### src/rtl/control_pkg.sv
// control_pkg: states, opcodes and datapath select encodings for the multi-cycle MIPS control unit
package control_pkg;
    typedef enum logic [3:0] {
        S_IDLE, S_FETCH, S_DECODE, S_MEM_ADDR, S_MEM_RD, S_MEM_WR, S_WB_MEM,
        S_EXEC_R, S_EXEC_I, S_WB_R, S_WB_I, S_BRANCH, S_JUMP, S_TRAP
    } state_t;

    localparam logic [5:0] OP_RTYPE = 6'b000000;
    localparam logic [5:0] OP_ADDI  = 6'b001000;
    localparam logic [5:0] OP_ANDI  = 6'b001100;
    localparam logic [5:0] OP_ORI   = 6'b001101;
    localparam logic [5:0] OP_SLTI  = 6'b001010;
    localparam logic [5:0] OP_LW    = 6'b100011;
    localparam logic [5:0] OP_SW    = 6'b101011;
    localparam logic [5:0] OP_BEQ   = 6'b000100;
    localparam logic [5:0] OP_J     = 6'b000010;

    localparam logic [2:0] ALU_ADD   = 3'b000;
    localparam logic [2:0] ALU_FUNCT = 3'b001;
    localparam logic [2:0] ALU_SLT   = 3'b010;
    localparam logic [2:0] ALU_AND   = 3'b011;
    localparam logic [2:0] ALU_OR    = 3'b100;
    localparam logic [2:0] ALU_SUB   = 3'b101;

    localparam logic [1:0] SRCB_RT   = 2'b00;
    localparam logic [1:0] SRCB_FOUR = 2'b01;
    localparam logic [1:0] SRCB_IMM  = 2'b10;
    localparam logic [1:0] SRCB_BR   = 2'b11;

    localparam logic [1:0] PCSRC_ALU    = 2'b00;
    localparam logic [1:0] PCSRC_ALUOUT = 2'b01;
    localparam logic [1:0] PCSRC_JUMP   = 2'b10;

    function automatic logic [2:0] imm_alu(input logic [5:0] op);
        return op == OP_ANDI ? ALU_AND : op == OP_ORI ? ALU_OR : op == OP_SLTI ? ALU_SLT : ALU_ADD;
    endfunction
endpackage

### src/rtl/control_multiciclo_if.sv
// control_multiciclo_if: run/opcode/memory handshake inputs and datapath control outputs of the controller
interface control_multiciclo_if #(parameter int ALUOP_W = 3, parameter int CNT_W = 32);
    logic               run;
    logic [5:0]         op;
    logic               mem_ready;
    logic               mem_req;
    logic               mem_we;
    logic               i_or_d;
    logic               ir_write;
    logic               pc_write;
    logic               pc_write_cond;
    logic [1:0]         pc_source;
    logic               reg_dst;
    logic               mem_to_reg;
    logic               reg_write;
    logic               alu_src_a;
    logic [1:0]         alu_src_b;
    logic [ALUOP_W-1:0] alu_op;
    logic               instr_done;
    logic               illegal_op;
    logic               bus_error;
    logic [CNT_W-1:0]   retired;

    modport master (
        input  run, op, mem_ready,
        output mem_req, mem_we, i_or_d, ir_write, pc_write, pc_write_cond, pc_source,
               reg_dst, mem_to_reg, reg_write, alu_src_a, alu_src_b, alu_op,
               instr_done, illegal_op, bus_error, retired
    );

    modport slave (
        output run, op, mem_ready,
        input  mem_req, mem_we, i_or_d, ir_write, pc_write, pc_write_cond, pc_source,
               reg_dst, mem_to_reg, reg_write, alu_src_a, alu_src_b, alu_op,
               instr_done, illegal_op, bus_error, retired
    );
endinterface

### src/rtl/mem_watchdog.sv
// mem_watchdog: counts consecutive memory wait cycles and flags when the limit is reached (0 disables)
module mem_watchdog #(parameter int MEM_TIMEOUT = 15) (
    input  logic clk,
    input  logic rst_n,
    input  logic waiting,
    input  logic clear,
    output logic expired
);
    localparam int W = MEM_TIMEOUT > 0 ? $clog2(MEM_TIMEOUT + 1) : 1;

    logic [W-1:0] cnt;

    always_ff @(posedge clk) begin
        if (!rst_n || clear) cnt <= '0;
        else if (waiting && !expired) cnt <= cnt + W'(1);
    end

    assign expired = MEM_TIMEOUT != 0 && cnt == W'(MEM_TIMEOUT);
endmodule

### src/rtl/control_multiciclo.sv
// control_multiciclo: multi-cycle MIPS control FSM with memory watchdog, traps, run/halt and retire counter
module control_multiciclo
    import control_pkg::*;
#(
    parameter int ALUOP_W     = 3,
    parameter int MEM_TIMEOUT = 15,
    parameter int CNT_W       = 32,
    parameter bit ENABLE_J    = 1
) (
    input logic clk,
    input logic rst_n,
    control_multiciclo_if.master bus
);
    state_t     state, state_next, after_instr;
    logic [2:0] alu_i;
    logic       waiting, expired;

    assign waiting     = (state == S_FETCH || state == S_MEM_RD || state == S_MEM_WR) && !bus.mem_ready;
    assign after_instr = bus.run ? S_FETCH : S_IDLE;
    assign bus.instr_done = state == S_WB_MEM || state == S_WB_R || state == S_WB_I ||
                            state == S_BRANCH || state == S_JUMP || (state == S_MEM_WR && bus.mem_ready);

    mem_watchdog #(.MEM_TIMEOUT(MEM_TIMEOUT)) u_watchdog (
        .clk(clk), .rst_n(rst_n), .waiting(waiting), .clear(state_next != state), .expired(expired)
    );

    always_ff @(posedge clk) begin
        if (!rst_n) begin
            state          <= S_IDLE;
            alu_i          <= ALU_ADD;
            bus.illegal_op <= 1'b0;
            bus.bus_error  <= 1'b0;
            bus.retired    <= '0;
        end else begin
            state <= state_next;
            if (state == S_DECODE) alu_i <= imm_alu(bus.op);
            if (state == S_DECODE && state_next == S_TRAP) bus.illegal_op <= 1'b1;
            if (waiting && expired) bus.bus_error <= 1'b1;
            if (bus.instr_done) bus.retired <= bus.retired + CNT_W'(1);
        end
    end

    always_comb begin
        state_next = state;
        case (state)
            S_IDLE:     state_next = bus.run ? S_FETCH : S_IDLE;
            S_FETCH:    state_next = bus.mem_ready ? S_DECODE : expired ? S_TRAP : S_FETCH;
            S_DECODE: begin
                case (bus.op)
                    OP_RTYPE:                          state_next = S_EXEC_R;
                    OP_ADDI, OP_ANDI, OP_ORI, OP_SLTI: state_next = S_EXEC_I;
                    OP_LW, OP_SW:                      state_next = S_MEM_ADDR;
                    OP_BEQ:                            state_next = S_BRANCH;
                    OP_J:                              state_next = ENABLE_J ? S_JUMP : S_TRAP;
                    default:                           state_next = S_TRAP;
                endcase
            end
            S_MEM_ADDR: state_next = bus.op == OP_SW ? S_MEM_WR : S_MEM_RD;
            S_MEM_RD:   state_next = bus.mem_ready ? S_WB_MEM : expired ? S_TRAP : S_MEM_RD;
            S_MEM_WR:   state_next = bus.mem_ready ? after_instr : expired ? S_TRAP : S_MEM_WR;
            S_EXEC_R:   state_next = S_WB_R;
            S_EXEC_I:   state_next = S_WB_I;
            S_WB_MEM, S_WB_R, S_WB_I, S_BRANCH, S_JUMP: state_next = after_instr;
            default:    state_next = state;
        endcase
    end

    // Moore decode; only the fetch-time IR/PC loads wait on the memory handshake
    always_comb begin
        bus.mem_req       = 1'b0;
        bus.mem_we        = 1'b0;
        bus.i_or_d        = 1'b0;
        bus.ir_write      = 1'b0;
        bus.pc_write      = 1'b0;
        bus.pc_write_cond = 1'b0;
        bus.pc_source     = PCSRC_ALU;
        bus.reg_dst       = 1'b0;
        bus.mem_to_reg    = 1'b0;
        bus.reg_write     = 1'b0;
        bus.alu_src_a     = 1'b0;
        bus.alu_src_b     = SRCB_RT;
        bus.alu_op        = ALUOP_W'(ALU_ADD);
        case (state)
            S_FETCH: begin
                bus.mem_req   = 1'b1;
                bus.ir_write  = bus.mem_ready;
                bus.pc_write  = bus.mem_ready;
                bus.alu_src_b = SRCB_FOUR;
            end
            S_DECODE:   bus.alu_src_b = SRCB_BR;
            S_MEM_ADDR: begin
                bus.alu_src_a = 1'b1;
                bus.alu_src_b = SRCB_IMM;
            end
            S_MEM_RD: begin
                bus.mem_req = 1'b1;
                bus.i_or_d  = 1'b1;
            end
            S_MEM_WR: begin
                bus.mem_req = 1'b1;
                bus.mem_we  = 1'b1;
                bus.i_or_d  = 1'b1;
            end
            S_WB_MEM: begin
                bus.reg_write  = 1'b1;
                bus.mem_to_reg = 1'b1;
            end
            S_EXEC_R: begin
                bus.alu_src_a = 1'b1;
                bus.alu_op    = ALUOP_W'(ALU_FUNCT);
            end
            S_WB_R: begin
                bus.reg_write = 1'b1;
                bus.reg_dst   = 1'b1;
            end
            S_EXEC_I: begin
                bus.alu_src_a = 1'b1;
                bus.alu_src_b = SRCB_IMM;
                bus.alu_op    = ALUOP_W'(alu_i);
            end
            S_WB_I:     bus.reg_write = 1'b1;
            S_BRANCH: begin
                bus.alu_src_a     = 1'b1;
                bus.alu_op        = ALUOP_W'(ALU_SUB);
                bus.pc_write_cond = 1'b1;
                bus.pc_source     = PCSRC_ALUOUT;
            end
            S_JUMP: begin
                bus.pc_write  = 1'b1;
                bus.pc_source = PCSRC_JUMP;
            end
            default: ;
        endcase
    end
endmodule
### src/flat_wrapper.sv
// flat-port wrapper written by rule: the top's interface ports become plain ports
module control_multiciclo_flat import control_pkg::*;
#(
    parameter int ALUOP_W     = 3,
    parameter int MEM_TIMEOUT = 15,
    parameter int CNT_W       = 32,
    parameter bit ENABLE_J    = 1
)
  (clk, rst_n, bus_run, bus_op, bus_mem_ready, bus_mem_req, bus_mem_we, bus_i_or_d, bus_ir_write, bus_pc_write, bus_pc_write_cond, bus_pc_source, bus_reg_dst, bus_mem_to_reg, bus_reg_write, bus_alu_src_a, bus_alu_src_b, bus_alu_op, bus_instr_done, bus_illegal_op, bus_bus_error, bus_retired);
  control_multiciclo_if #(.ALUOP_W(ALUOP_W), .CNT_W(CNT_W)) bus_i ();
  input logic clk;
  input logic rst_n;
  input wire logic [$bits(bus_i.run)-1:0] bus_run;
  input wire logic [$bits(bus_i.op)-1:0] bus_op;
  input wire logic [$bits(bus_i.mem_ready)-1:0] bus_mem_ready;
  output wire logic [$bits(bus_i.mem_req)-1:0] bus_mem_req;
  output wire logic [$bits(bus_i.mem_we)-1:0] bus_mem_we;
  output wire logic [$bits(bus_i.i_or_d)-1:0] bus_i_or_d;
  output wire logic [$bits(bus_i.ir_write)-1:0] bus_ir_write;
  output wire logic [$bits(bus_i.pc_write)-1:0] bus_pc_write;
  output wire logic [$bits(bus_i.pc_write_cond)-1:0] bus_pc_write_cond;
  output wire logic [$bits(bus_i.pc_source)-1:0] bus_pc_source;
  output wire logic [$bits(bus_i.reg_dst)-1:0] bus_reg_dst;
  output wire logic [$bits(bus_i.mem_to_reg)-1:0] bus_mem_to_reg;
  output wire logic [$bits(bus_i.reg_write)-1:0] bus_reg_write;
  output wire logic [$bits(bus_i.alu_src_a)-1:0] bus_alu_src_a;
  output wire logic [$bits(bus_i.alu_src_b)-1:0] bus_alu_src_b;
  output wire logic [$bits(bus_i.alu_op)-1:0] bus_alu_op;
  output wire logic [$bits(bus_i.instr_done)-1:0] bus_instr_done;
  output wire logic [$bits(bus_i.illegal_op)-1:0] bus_illegal_op;
  output wire logic [$bits(bus_i.bus_error)-1:0] bus_bus_error;
  output wire logic [$bits(bus_i.retired)-1:0] bus_retired;
  assign bus_i.run = bus_run;
  assign bus_i.op = bus_op;
  assign bus_i.mem_ready = bus_mem_ready;
  assign bus_mem_req = bus_i.mem_req;
  assign bus_mem_we = bus_i.mem_we;
  assign bus_i_or_d = bus_i.i_or_d;
  assign bus_ir_write = bus_i.ir_write;
  assign bus_pc_write = bus_i.pc_write;
  assign bus_pc_write_cond = bus_i.pc_write_cond;
  assign bus_pc_source = bus_i.pc_source;
  assign bus_reg_dst = bus_i.reg_dst;
  assign bus_mem_to_reg = bus_i.mem_to_reg;
  assign bus_reg_write = bus_i.reg_write;
  assign bus_alu_src_a = bus_i.alu_src_a;
  assign bus_alu_src_b = bus_i.alu_src_b;
  assign bus_alu_op = bus_i.alu_op;
  assign bus_instr_done = bus_i.instr_done;
  assign bus_illegal_op = bus_i.illegal_op;
  assign bus_bus_error = bus_i.bus_error;
  assign bus_retired = bus_i.retired;
  control_multiciclo #(.ALUOP_W(ALUOP_W), .MEM_TIMEOUT(MEM_TIMEOUT), .CNT_W(CNT_W), .ENABLE_J(ENABLE_J)) u_core (.clk(clk), .rst_n(rst_n), .bus(bus_i));
endmodule
### config.mk
export PLATFORM = sky130hd
export DESIGN_NAME = control_multiciclo_flat
export DESIGN_NICKNAME = d
export VERILOG_FILES = /design/src/rtl/control_pkg.sv /design/src/rtl/control_multiciclo_if.sv /design/src/rtl/mem_watchdog.sv /design/src/rtl/control_multiciclo.sv /design/src/flat_wrapper.sv
export SDC_FILE = /design/constraint.sdc
export NUM_CORES = 1
export LEC_CHECK = 0
export CAP_MARGIN = 20
export CORE_UTILIZATION = 46
export DETAILED_ROUTE_END_ITERATION = 6
export PLACE_DENSITY = 0.77
export SETUP_SLACK_MARGIN = 0.15
export SYNTH_ARGS = -nofsm -noshare
export SYNTH_HDL_FRONTEND = slang
export SYNTH_SLANG_ARGS = --single-unit
### constraint.sdc
create_clock -name clk -period 1.9 [get_ports clk]
set_input_delay 0.285 -clock clk [delete_from_list [all_inputs] [get_ports clk]]
set_output_delay 0.285 -clock clk [all_outputs]
set_load 0.1 [all_outputs]
==> key figures, run 1 <==
Run status
  – Outcome: complete, but fails checks
  – Violated checks: setup timing

Yosys
  – FF+latch count, synth: 45
  – Synthesized area per cell: 8.41 um^2
  – Leading area contributor after synthesis: dfxtp_1
  – Sequential share of the synthesized area: between 30% and 40%
  – Syn Std Cell Area: 0.00281 mm^2
  – Mapped Cells: 334
  – Ys flop type: dfxtp_1
  – Synth top area cells: dfxtp_1 32%, and2_1 5.3%, xor2_1 5.0%
  – Asr flop ratio synth: 0%
  – Ys Warns: 0
  – EDFF count, synth: 0
  – Synth top area share: 32.1%
  – Net Count, Synth: 346
  – Distinct cells, synth: just under 70

Setup path
  – Reg2reg setup slack: -190 ps
  – Arrival time worst endpoint: roughly 2500 ps
  – Critical path, cell by cell: dlygate4sd2_1, buf_4, nor2b_1, nand3_1, a31oi_1, o41ai_1, or4_4, nor3_2
  – Critical path type: in -> reg
  – Slowest cell on crit path: a31oi_1
  – Startpoint types: input pin
  – Reg2reg path depth: 11
  – CP max stage delay: approximately 580 ps
  – Worst EP required: 2140 ps
  – Crit. End Element: flop
  – Worst flop-to-flop path startpoint: u_core.state[2]$_SDFF_PN0_
  – Reg2reg end: u_core.bus.retired[7]$_SDFFE_PN0P_
  – CP max FO: 6

Min path
  – Hold EP: u_core.bus.retired[31]$_SDFFE_PN0P_
  – Hold depth: 2
  – Critical hold path startpoint: u_core.bus.retired[31]$_SDFFE_PN0P_
  – Worst hold path type: reg -> reg

Floorplanning
  – Initial Util: 47.4%
  – Cell Rows: 28
  – Io pins: 62
  – DIE HEIGHT: around 80 um
  – Core box area: about 0.006 mm^2
  – Total die area: around 0.0064 mm^2
  – Die X-Extent: 80.1 um

Drt
  – First-pass detailed-route iteration total: 5
  – DR vias/cell: between 6 and 7
  – Metal3 WL: between 1 and 1.5 mm
  – Detail Route Antenna Nets: 0
  – Iter 0 DRT Violations: 310
  – Highest metal used: met4
  – Metal-1 WL: 4.90 mm
  – DRC viols: 0
  – WL final: approximately 14 mm
  – Met2 Wirelength: about 6.6 mm
  – DR WL/cell: 24.4 um
  – Vias: 3,580

Clock tree
  – Clock latency on the worst-skew pair: 320 ps
  – Cts bufs inserted: 5
  – CTS tree: built
  – CTS max path bufs: 2
  – Root Buffer: clkbuf_8
  – H-tree levels: 2
  – Clock transition at path regs: approximately 100 ps
  – CTS Sinks: 45
  – Cts hold-fix bufs: 0

GRT
  – Number of global-route vias before repair: 3,266
  – GRT Total Usage: between 30% and 40%
  – GR Overflow Total: 0
  – Initial antenna violation count: 0
  – First-pass GRT wire length: between 15 and 20 mm
  – Largest net degree at the start of global routing: 18

Power
  – Pwr Density: 551 mW/mm^2
  – Clock power frac: 24.8%
  – Max VDD drop: ~0.84 mV
  – Flop pwr share: 32.7%
  – Internal: 1.80 mW
  – Combinational fraction of design power: 42.4%
  – Switching Share: 38.7%
  – Leak: 2.35 nW
  – Net switching power: approximately 1.1 mW

Timing
  – Final worst slack: -390 ps
  – Final Hold Viols: 0
  – Min Tclk post-route: 2290 ps
  – Slew @ Worst Pin: 656 ps
  – Finish-stage setup viols: 45
  – Setup TNS: -4920 ps
  – Worst Skew: 11.5 ps
  – Final worst-path cycle share: 121%
  – Rel. slew slack: 56.1%
  – RSZ-0062 raised after global routing: true
  – Max Slew Vio Count: 0
  – F_max: 0.437 GHz

Finish
  – Area Overhead vs Synth: 89.8%
  – Antenna cell count: 0
  – Share of layout cells above drive strength 1: 59.3%
  – Fillers: 224
  – Post-layout net count: 493

Placement
  – Post-place setup slack: -564 ps
  – DP Wirelength: 5.86 mm
  – Port Buf Inserts: just over 60
  – Gpl congestion: 0.879

Flow run
  – Max-cap violations: 0
-- metrics by stage --
| stage | std cells | power, mW | instance area, um^2 | hold slack, ps | utilization [%] |
|---|---|---|---|---|---|
| 2_1_floorplan | 334 | 1.54 | 3220 | 425 | - |
| 3_5_place_dp | 504 | 1.84 | 4270 | 456 | 72.1 |
| 4_1_cts | 546 | 2.71 | 5040 | 475 | 85.2 |
| 5_1_grt | 557 | 3.02 | 5330 | 525 | 90.1 |
| 3_3_place_gp | 504 | 1.83 | 4270 | 454 | 72.1 |
| 6_report | 557 | 2.94 | 5330 | 477 | 90.1 |
-- area by class of cell --
| class | count | area (um^2) | area share, % |
|---|---|---|---|
| clock buffer | 6 | 93.8 | 1.76 |
| clock inverter | 2 | 17.5 | 0.328 |
| inverter | 11 | 65.1 | 1.22 |
| multi-input combinational | 259 | 2400 | 45.1 |
| sequential | 45 | 1010 | 18.9 |
| tap | 75 | 93.8 | 1.76 |
| timing repair buffer | 159 | 1650 | 30.9 |
-- flip-flops by register name, indices dropped and copies added (netlist names) --
register / count
u_core.u_watchdog.cnt: 4
u_core.state: 4
u_core.bus.retired: 32
u_core.bus.illegal_op: 1
u_core.bus.bus_error: 1
u_core.alu_i: 3
-- cells in the final DEF (no fill, tap or decap), drive strengths merged, types with 3 or more instances in the layout --
master           n
clkbuf           6
a21oi            8
inv             11
dlygate4sd2      6
nand4           10
a31oi            3
or3              3
nor3            14
mux2i            5
nand2b           6
xor2            16
clkdlybuf4s50    3
a211oi           4
a21boi           5
o21ai           12
dfxtp           45
nand3b           3
and2            25
xnor2           13
and3             7
buf            150
nand3           20
a32oi            3
or2              3
nor2b           12
nor4             9
nor4bb           3
nand2           25
nor2            18
-- what timing repair did --
action,in CTS,in global routing
gates resized for setup,96,35
pin swaps,75,31
endpoints found under the setup margin,56,59
setup buffers,34,11
-- worst max-delay path by stage --
stage	startpoint	endpoint	slack (ps)
after floorplan	u_core.state[3]$_SDFF_PN0_	bus_pc_write	-360
after global placement	bus_op[2]	u_core.u_watchdog.cnt[0]$_SDFFE_PP0P_	-480
after detailed placement	bus_op[2]	u_core.u_watchdog.cnt[1]$_SDFFE_PP0P_	-560
after CTS	u_core.state[1]$_SDFF_PN0_	u_core.u_watchdog.cnt[2]$_SDFFE_PP0P_	-40
after global routing	bus_op[2]	u_core.u_watchdog.cnt[0]$_SDFFE_PP0P_	-440
final	bus_op[2]	u_core.u_watchdog.cnt[0]$_SDFFE_PP0P_	-390
-- power groups by stage --
| stage | Combinational [mW] | Clock [mW] | Sequential [mW] |
|---|---|---|---|
| 3_3_place_gp | 0.865 | 0 | 0.964 |
| 4_1_cts | 1.04 | 0.719 | 0.950 |
| 6_report | 1.25 | 0.729 | 0.961 |
| 3_5_place_dp | 0.873 | 0 | 0.965 |
| 5_1_grt | 1.29 | 0.775 | 0.961 |
| 2_1_floorplan | 0.577 | 0 | 0.965 |
-- cell usage after synthesis (all sizes together), types with 3 or more instances --
library cell,count
dfxtp,45
and2,25
nand2,25
nand3,20
nor2,18
xor2,16
nor3,14
buf,13
xnor2,13
nor2b,12
o21ai,12
inv,10
nand4,10
nor4,9
a21oi,8
and3,7
clkbuf,6
nand2b,6
a21boi,5
mux2i,5
a211oi,4
a31oi,3
a32oi,3
nand3b,3
nor4bb,3
or2,3
or3,3
-- worst max-delay path: cells and delay by family --
family / cells / cell delay (ps)
AOI/OAI and AO/OA: 2 / 710
buffers and inverters: 2 / 490
and+or+nand+nor: 4 / 1030
-- cell families (layout without fill, tap and decap cells) --
family,Yosys count,in the layout,share of synthesized area [%]
simple gates,167,167,34.5
compound gates,54,54,14.7
flops,45,45,32.1
buf+inv,30,178,6.01
xor+xnor,29,29,9.31
mux,6,6,2.18
fa+ha+maj,3,3,1.25
-- routing by layer --
layer	vias up	global-route usage, %
li1	1490	-
met1	1709	39.4
met2	282	58.3
met3	99	5.91
met4	0	20.0
met5	-	0
Power figures use the tool's default switching activity.
==> run 2: changes to the inputs <==
CORE_MARGIN = 4   (was not set)
==> run 2 against run 1 <==
The run still ends with setup timing left. Via count decreased by 2.8%. Critical path depth down 1. Sequential cell count did not move. Non-clock buffer count is 11 lower. Sequential power is 0.5% lower. Total power decreased by 2.5%. Combinational power hardly changed. Critical path type is now reg -> reg.
==> key figures, run 2 (synthesis results as in run 1) <==
Setup path
  – CP delay by family, top: compound AO/OA/AOI/OAI gates
  – Crit. End Element: flop
  – Slowest cell on crit path: dfxtp_4
  – CP max FO: 8 (+2)
  – Critical path type: reg -> reg
  – Arrival time worst endpoint: 2420 ps (-110 ps)
  – Startpoint types: flop
  – Critical path, cell by cell: xor2_2, a32oi_4, buf_4, a211o_4, nor4_4, xor2_1, and2_1
  – Worst EP required: 2150 ps (about the same)
  – CP max stage delay: 460 ps (-120 ps)
  – Worst path depth: 7 (-1)
  – Reg2reg path depth: 7 (-4)
  – Worst path bufs/invs: 1 (-1)

Floorplanning
  – Core box area: 0.00592 mm^2 (unchanged)
  – Total die area: 0.00742 mm^2 (+16%)
  – Io pins: 62 (unchanged)
  – Initial Util: 47.4% (unchanged)
  – Cell Rows: 28 (unchanged)
  – DIE HEIGHT: 86.1 um (+7.5%)
  – Die X-Extent: 86.1 um (+7.5%)

Power
  – Pwr Density: 553 mW/mm^2 (+0.44%)
  – Max VDD drop: 0.414 mV (-50%)
  – Leak: 2.20 nW (-6.7%)

Clock tree
  – Clock latency on the worst-skew pair: 310 ps (about the same)
  – Clock transition at path regs: 90 ps (about the same)
  – CTS max path bufs: 2 (unchanged)
  – CTS Sinks: 45 (unchanged)
  – Root Buffer: clkbuf_8
  – H-tree levels: 2 (unchanged)
  – Cts hold-fix bufs: 0 (unchanged)
  – Cts bufs inserted: 5 (unchanged)
  – CTS tree: built

GRT
  – First-pass GRT wire length: 16.4 mm (-1.1%)
  – Largest net degree at the start of global routing: 26 (+8)
  – GRT Total Usage: 27.6% (-6.4 points)
  – GR Overflow Total: 0 (unchanged)
  – Number of global-route vias before repair: 3,240 (-0.80%)
  – Initial antenna violation count: 0 (unchanged)

Drt
  – Vias: 3,481 (-2.8%)
  – DR WL/cell: 23.8 um (-2.7%)
  – Detail Route Antenna Nets: 0 (unchanged)
  – Iter 0 DRT Violations: 349 (+13%)
  – First-pass detailed-route iteration total: 7 (+2)
  – WL final: 13.0 mm (-4.4%)
  – DRC viols: 0 (unchanged)
  – DR vias/cell: 6.36 (-0.99%)

Timing
  – Final worst slack: -270 ps (+120 ps)
  – Final Hold Viols: 0 (unchanged)
  – Min Tclk post-route: 2170 ps (-120 ps)
  – Final worst-path cycle share: 114% (-6.3 points)
  – Worst Skew: 12.7 ps (+1.18 ps)
  – Finish-stage setup viols: 42 (-6.7%)
  – F_max: 0.461 GHz (+5.5%)
  – Rel. slew slack: 67.9% (+12 points)
  – RSZ-0062 raised after global routing: true
  – Max Slew Vio Count: 0 (unchanged)
  – Slew @ Worst Pin: 478 ps (-177 ps)

Placement
  – DP Wirelength: 5.99 mm (+2.3%)
  – Gpl congestion: 0.924 (+5.1%)
  – # placed instances: 505 (+0.20%)
  – Port Buf Inserts: 61 (unchanged)

Finish
  – Area Overhead vs Synth: 84.2%
  – Fillers: 266 (+19%)
  – Layout Utilization: 87.4% (-2.7 points)
  – Final Non-Filler Cells: 547 (-1.8%)
  – Max reg flops: 32 (unchanged)
  – Top reg by flops: u_core.bus.retired
  – Most frequent cells in the layout: 85 x buf_4, 33 x buf_6, 25 x dfxtp_4
  – Post-layout net count: 483 (-2.0%)
  – Commonest non-fill, non-tap cell in the layout: buf_4
  – Share of layout cells above drive strength 1: 59.7% (+0.41 points)
  – Antenna cell count: 0 (unchanged)
  – Biggest regs: u_core.bus.retired: 32 flops, u_core.state: 4 flops, u_core.u_watchdog.cnt: 4 flops

Min path
  – Worst hold path type: reg -> reg
  – Hold depth: 2 (unchanged)

Run status
  – Violated checks: setup timing
  – Outcome: complete, but fails checks

Flow run
  – Max-cap violations: 0 (unchanged)
run 2: changes by cell type in the layout (fill, tap and decap cells not counted), sizes merged:
cell / delta
a211o: +1
buf: -11
clkbuf: -1
clkdlybuf4s50: -2
clkinv: +1
clkinvlp: +2
dlymetal6s2s: +2
inv: -2
run 2: area by class of cell:
cell class / instances / area [um^2] / area share (%)
sequential: 45 / 1010 / 19.5
clock inverter: 3 / 21.3 / 0.411
timing repair buffer: 148 / 1510 / 29.1
clock buffer: 5 / 68.8 / 1.33
inverter: 11 / 52.6 / 1.02
tap: 75 / 93.8 / 1.81
multi-input combinational: 260 / 2420 / 46.8
run 2: power breakdown:
group / switching, mW / internal [mW] / total (mW)
clock network: 0.377 / 0.262 / 0.639
registers: 0.0298 / 0.926 / 0.956
logic: 0.740 / 0.528 / 1.27
total: 1.15 / 1.72 / 2.86
run 2: metal layers:
| layer | vias up | global-route usage (%) | wire [um] |
|---|---|---|---|
| li1 | 1473 | - | - |
| met1 | 1633 | 33.2 | 4560 |
| met2 | 281 | 48.3 | 6390 |
| met3 | 94 | 4.80 | 1000 |
| met4 | 0 | 11.1 | 1050 |
| met5 | - | 0 | 0 |
run 2: final timing paths:
kind                                  startpoint                                   to  slack [ps]
min          u_core.bus.retired[31]$_SDFFE_PN0P_  u_core.bus.retired[31]$_SDFFE_PN0P_         480
max reg2reg           u_core.state[1]$_SDFF_PN0_  u_core.bus.retired[24]$_SDFFE_PN0P_        -270
max                   u_core.state[1]$_SDFF_PN0_  u_core.bus.retired[24]$_SDFFE_PN0P_        -270
min reg2reg  u_core.bus.retired[31]$_SDFFE_PN0P_  u_core.bus.retired[31]$_SDFFE_PN0P_         480
run 2: per-stage QoR:
stage / total power [mW] / cell area (um^2) / setup TNS, ps / hold slack, ps / worst slack [ps]
4_1_cts: 2.64 / 4870 / -506 / 483 / -41.1
5_1_grt: 2.93 / 5170 / -9390 / 536 / -338
3_3_place_gp: 1.84 / 4260 / -12430 / 456 / -480
6_report: 2.86 / 5170 / -6220 / 477 / -270
2_1_floorplan: 1.54 / 3220 / -1120 / 425 / -362
3_5_place_dp: 1.85 / 4260 / -14300 / 471 / -580
run 2: worst reg2reg max path, delay by kind of cell, from the launching register on:
kind / cells / cell delay (ps)
AOI/OAI and AO/OA: 2 / 630
xor gates and xnor gates: 2 / 480
buffers and inverters: 1 / 190
DFF: 1 / 460
and+or+nand+nor: 2 / 370
run 2: what timing repair did:
action / in CTS / in global routing
resized for setup: 83 / 44
setup buffers: 20 / 13
cloned: 1 / 0
pin swaps: 34 / 35
setup endpoints to repair: 58 / 59
==> run 3: changes to the inputs <==
TNS_END_PERCENT = 50   (was not set)
==> run 3 against run 2 <==
The run still ends with setup timing left. Sequential share of layout area hardly changed. Hold slack lost 5.3 ps. Maximum frequency grew 2.5%. Clock-buffer cell count is 1 higher. Total power grew 5.6%. Critical endpoint is now u_core.u_watchdog.cnt[0]$_SDFFE_PP0P_.
==> key figures, run 3 (synthesis results as in run 1) <==
Run status
  – Outcome: complete, but fails checks
  – Violated checks: setup timing

Power
  – Leak: 2.25 nW (+2.4%)
  – Max VDD drop: 0.586 mV (+42%)
  – Pwr Density: 586 mW/mm^2 (+5.9%)

Timing
  – Hold WS: 472 ps (-5.29 ps)
  – F_max: 0.472 GHz (+2.5%)
  – Rel. slew slack: 67.4% (-0.43 points)
  – Worst Skew: 10.7 ps (-1.98 ps)
  – Final worst slack: -217 ps (+53.2 ps)
  – Final Hold Viols: 0 (unchanged)
  – Setup TNS: -4710 ps (+1510 ps)
  – RSZ-0062 raised after global routing: true
  – Final worst-path cycle share: 111% (-2.8 points)
  – Max Slew Vio Count: 0 (unchanged)
  – Finish-stage setup viols: 45 (+7.1%)
  – Slew @ Worst Pin: 482 ps (+4.18 ps)
  – Min Tclk post-route: 2120 ps (-53.2 ps)

Clock tree
  – Root Buffer: clkbuf_8
  – Cts bufs inserted: 5 (unchanged)
  – H-tree levels: 2 (unchanged)
  – CTS tree: built
  – CTS max path bufs: 2 (unchanged)
  – CTS Sinks: 45 (unchanged)
  – Clock latency on the worst-skew pair: 310 ps (about the same)
  – Clock transition at path regs: 90 ps (about the same)

Min path
  – Hold depth: 2 (unchanged)
  – Worst hold path type: reg -> reg
  – Hold EP: u_core.bus.retired[31]$_SDFFE_PN0P_
  – Critical hold path startpoint: u_core.bus.retired[31]$_SDFFE_PN0P_

Setup path
  – CP max FO: 6 (-2)
  – Critical path type: in -> reg
  – Crit. End Element: flop
  – Reg2reg end: u_core.bus.retired[14]$_SDFFE_PN0P_
  – Worst EP required: 2130 ps (-20 ps)
  – Reg2reg path depth: 7 (unchanged)
  – Worst flop-to-flop path startpoint: u_core.state[3]$_SDFF_PN0_
  – Startpoint types: input pin
  – Reg2reg setup slack: -200 ps (+70 ps)
  – Arrival time worst endpoint: 2350 ps (-70 ps)

Finish
  – Fillers: 260 (-2.3%)
  – Most frequent cells in the layout: 89 x buf_4, 24 x and2_1, 24 x buf_6, 24 x dfxtp_4, 22 x buf_12
  – Post-layout net count: 480 (-0.62%)
  – Biggest regs: u_core.bus.retired: 32 flops, u_core.state: 4 flops, u_core.u_watchdog.cnt: 4 flops
  – Max reg flops: 32 (unchanged)
  – Top reg by flops: u_core.bus.retired
  – Commonest non-fill, non-tap cell in the layout: buf_4
  – Area Overhead vs Synth: 83.6%
  – Antenna cell count: 0 (unchanged)
  – Share of layout cells above drive strength 1: 59.5% (-0.26 points)

Placement
  – Port Buf Inserts: 61 (unchanged)
  – DP Wirelength: 6.15 mm (+2.6%)
  – Post-place setup slack: -615 ps (-35.6 ps)
  – Gpl congestion: 0.948 (+2.6%)

GRT
  – M1 GR Usage: 28.3% (-4.8 points)
  – Global route hottest layer: met2
  – GRT met2 Usage: 48.5% (+0.21 points)
  – GRT met3 Usage: 5.48% (+0.67 points)
  – GR Overflow Total: 0 (unchanged)
  – Largest net degree at the start of global routing: 45 (+73%)
  – First-pass GRT wire length: 15.5 mm (-5.8%)
  – Number of global-route vias before repair: 3,191 (-1.5%)
  – GRT Total Usage: 26.2% (-1.3 points)
  – Initial antenna violation count: 0 (unchanged)

Floorplanning
  – Die X-Extent: 86.1 um (unchanged)
  – Initial Util: 47.4% (unchanged)
  – Io pins: 62 (unchanged)
  – Total die area: 0.00742 mm^2 (unchanged)
  – Core box area: 0.00592 mm^2 (unchanged)
  – DIE HEIGHT: 86.1 um (unchanged)
  – Cell Rows: 28 (unchanged)

Flow run
  – Max-cap violations: 0 (unchanged)

Drt
  – DR vias/cell: 6.22 (-2.2%)
  – Detail Route Antenna Nets: 0 (unchanged)
  – First-pass detailed-route iteration total: 4 (-3)
  – DRC viols: 0 (unchanged)
  – Vias: 3,386 (-2.7%)
  – WL final: 12.4 mm (-4.3%)
  – Iter 0 DRT Violations: 277 (-21%)
  – DR WL/cell: 22.9 um (-3.8%)
run 3: routing by layer:
metal  vias to the layer above  wire (um)
met5                         -          0
met4                         0        699
met3                        63        875
met2                       224       6320
met1                      1635       4560
li1                       1464          -
run 3: stage by stage:
stage          utilization, %  total power [mW]  area, um^2  cells
2_1_floorplan               -              1.53        3140    334
5_1_grt                  87.1              3.11        5160    544
6_report                 87.1              3.02        5160    544
3_3_place_gp             71.4              1.83        4230    508
3_5_place_dp             71.4              1.85        4230    508
4_1_cts                  79.9              2.79        4730    531
run 3: cell type report:
class	instances	area [um^2]	share of cell area, %
Timing Repair Buffer	146	1490	28.8
Clock buffer	6	82.6	1.60
Clock inverter	2	41.3	0.801
Inverter	11	53.8	1.04
Multi-Input combinational cell	259	2390	46.4
Sequential cell	45	1000	19.5
Tap cell	75	93.8	1.82
run 3: how the worst max path moves through the flow:
stage | from | endpoint | slack [ps] | depth (start not counted)
2_1_floorplan | u_core.state[3]$_SDFF_PN0_ | bus_pc_write | -360 | 4
3_3_place_gp | bus_op[2] | u_core.u_watchdog.cnt[0]$_SDFFE_PP0P_ | -480 | 7
3_5_place_dp | bus_op[2] | u_core.u_watchdog.cnt[3]$_SDFFE_PP0P_ | -620 | 7
4_1_cts | u_core.state[3]$_SDFF_PN0_ | u_core.bus.retired[23]$_SDFFE_PN0P_ | -60 | 8
5_1_grt | bus_op[5] | u_core.u_watchdog.cnt[0]$_SDFFE_PP0P_ | -260 | 8
6_report | bus_op[5] | u_core.u_watchdog.cnt[0]$_SDFFE_PP0P_ | -220 | 8
run 3: worst max-delay path: stages:
cell	delay [ps]
dlygate4sd2_1	250
buf_4	170
nor2_1	180
o21ai_0	210
a31oi_2	360
o41ai_1	150
or4_4	510
nor3_2	230
run 3: power by group:
| part | internal (mW) | total [mW] | switching [mW] |
|---|---|---|---|
| Clock | 0.438 | 0.810 | 0.373 |
| Combinational | 0.522 | 1.26 | 0.733 |
| Sequential | 0.929 | 0.956 | 0.0270 |
run 3: what timing repair did:
action	CTS	global route
buffers inserted	14	13
cloned	1	0
pin swaps	33	42
gates resized for setup	73	72
hold buffers	0	0
setup endpoints to repair	55	55
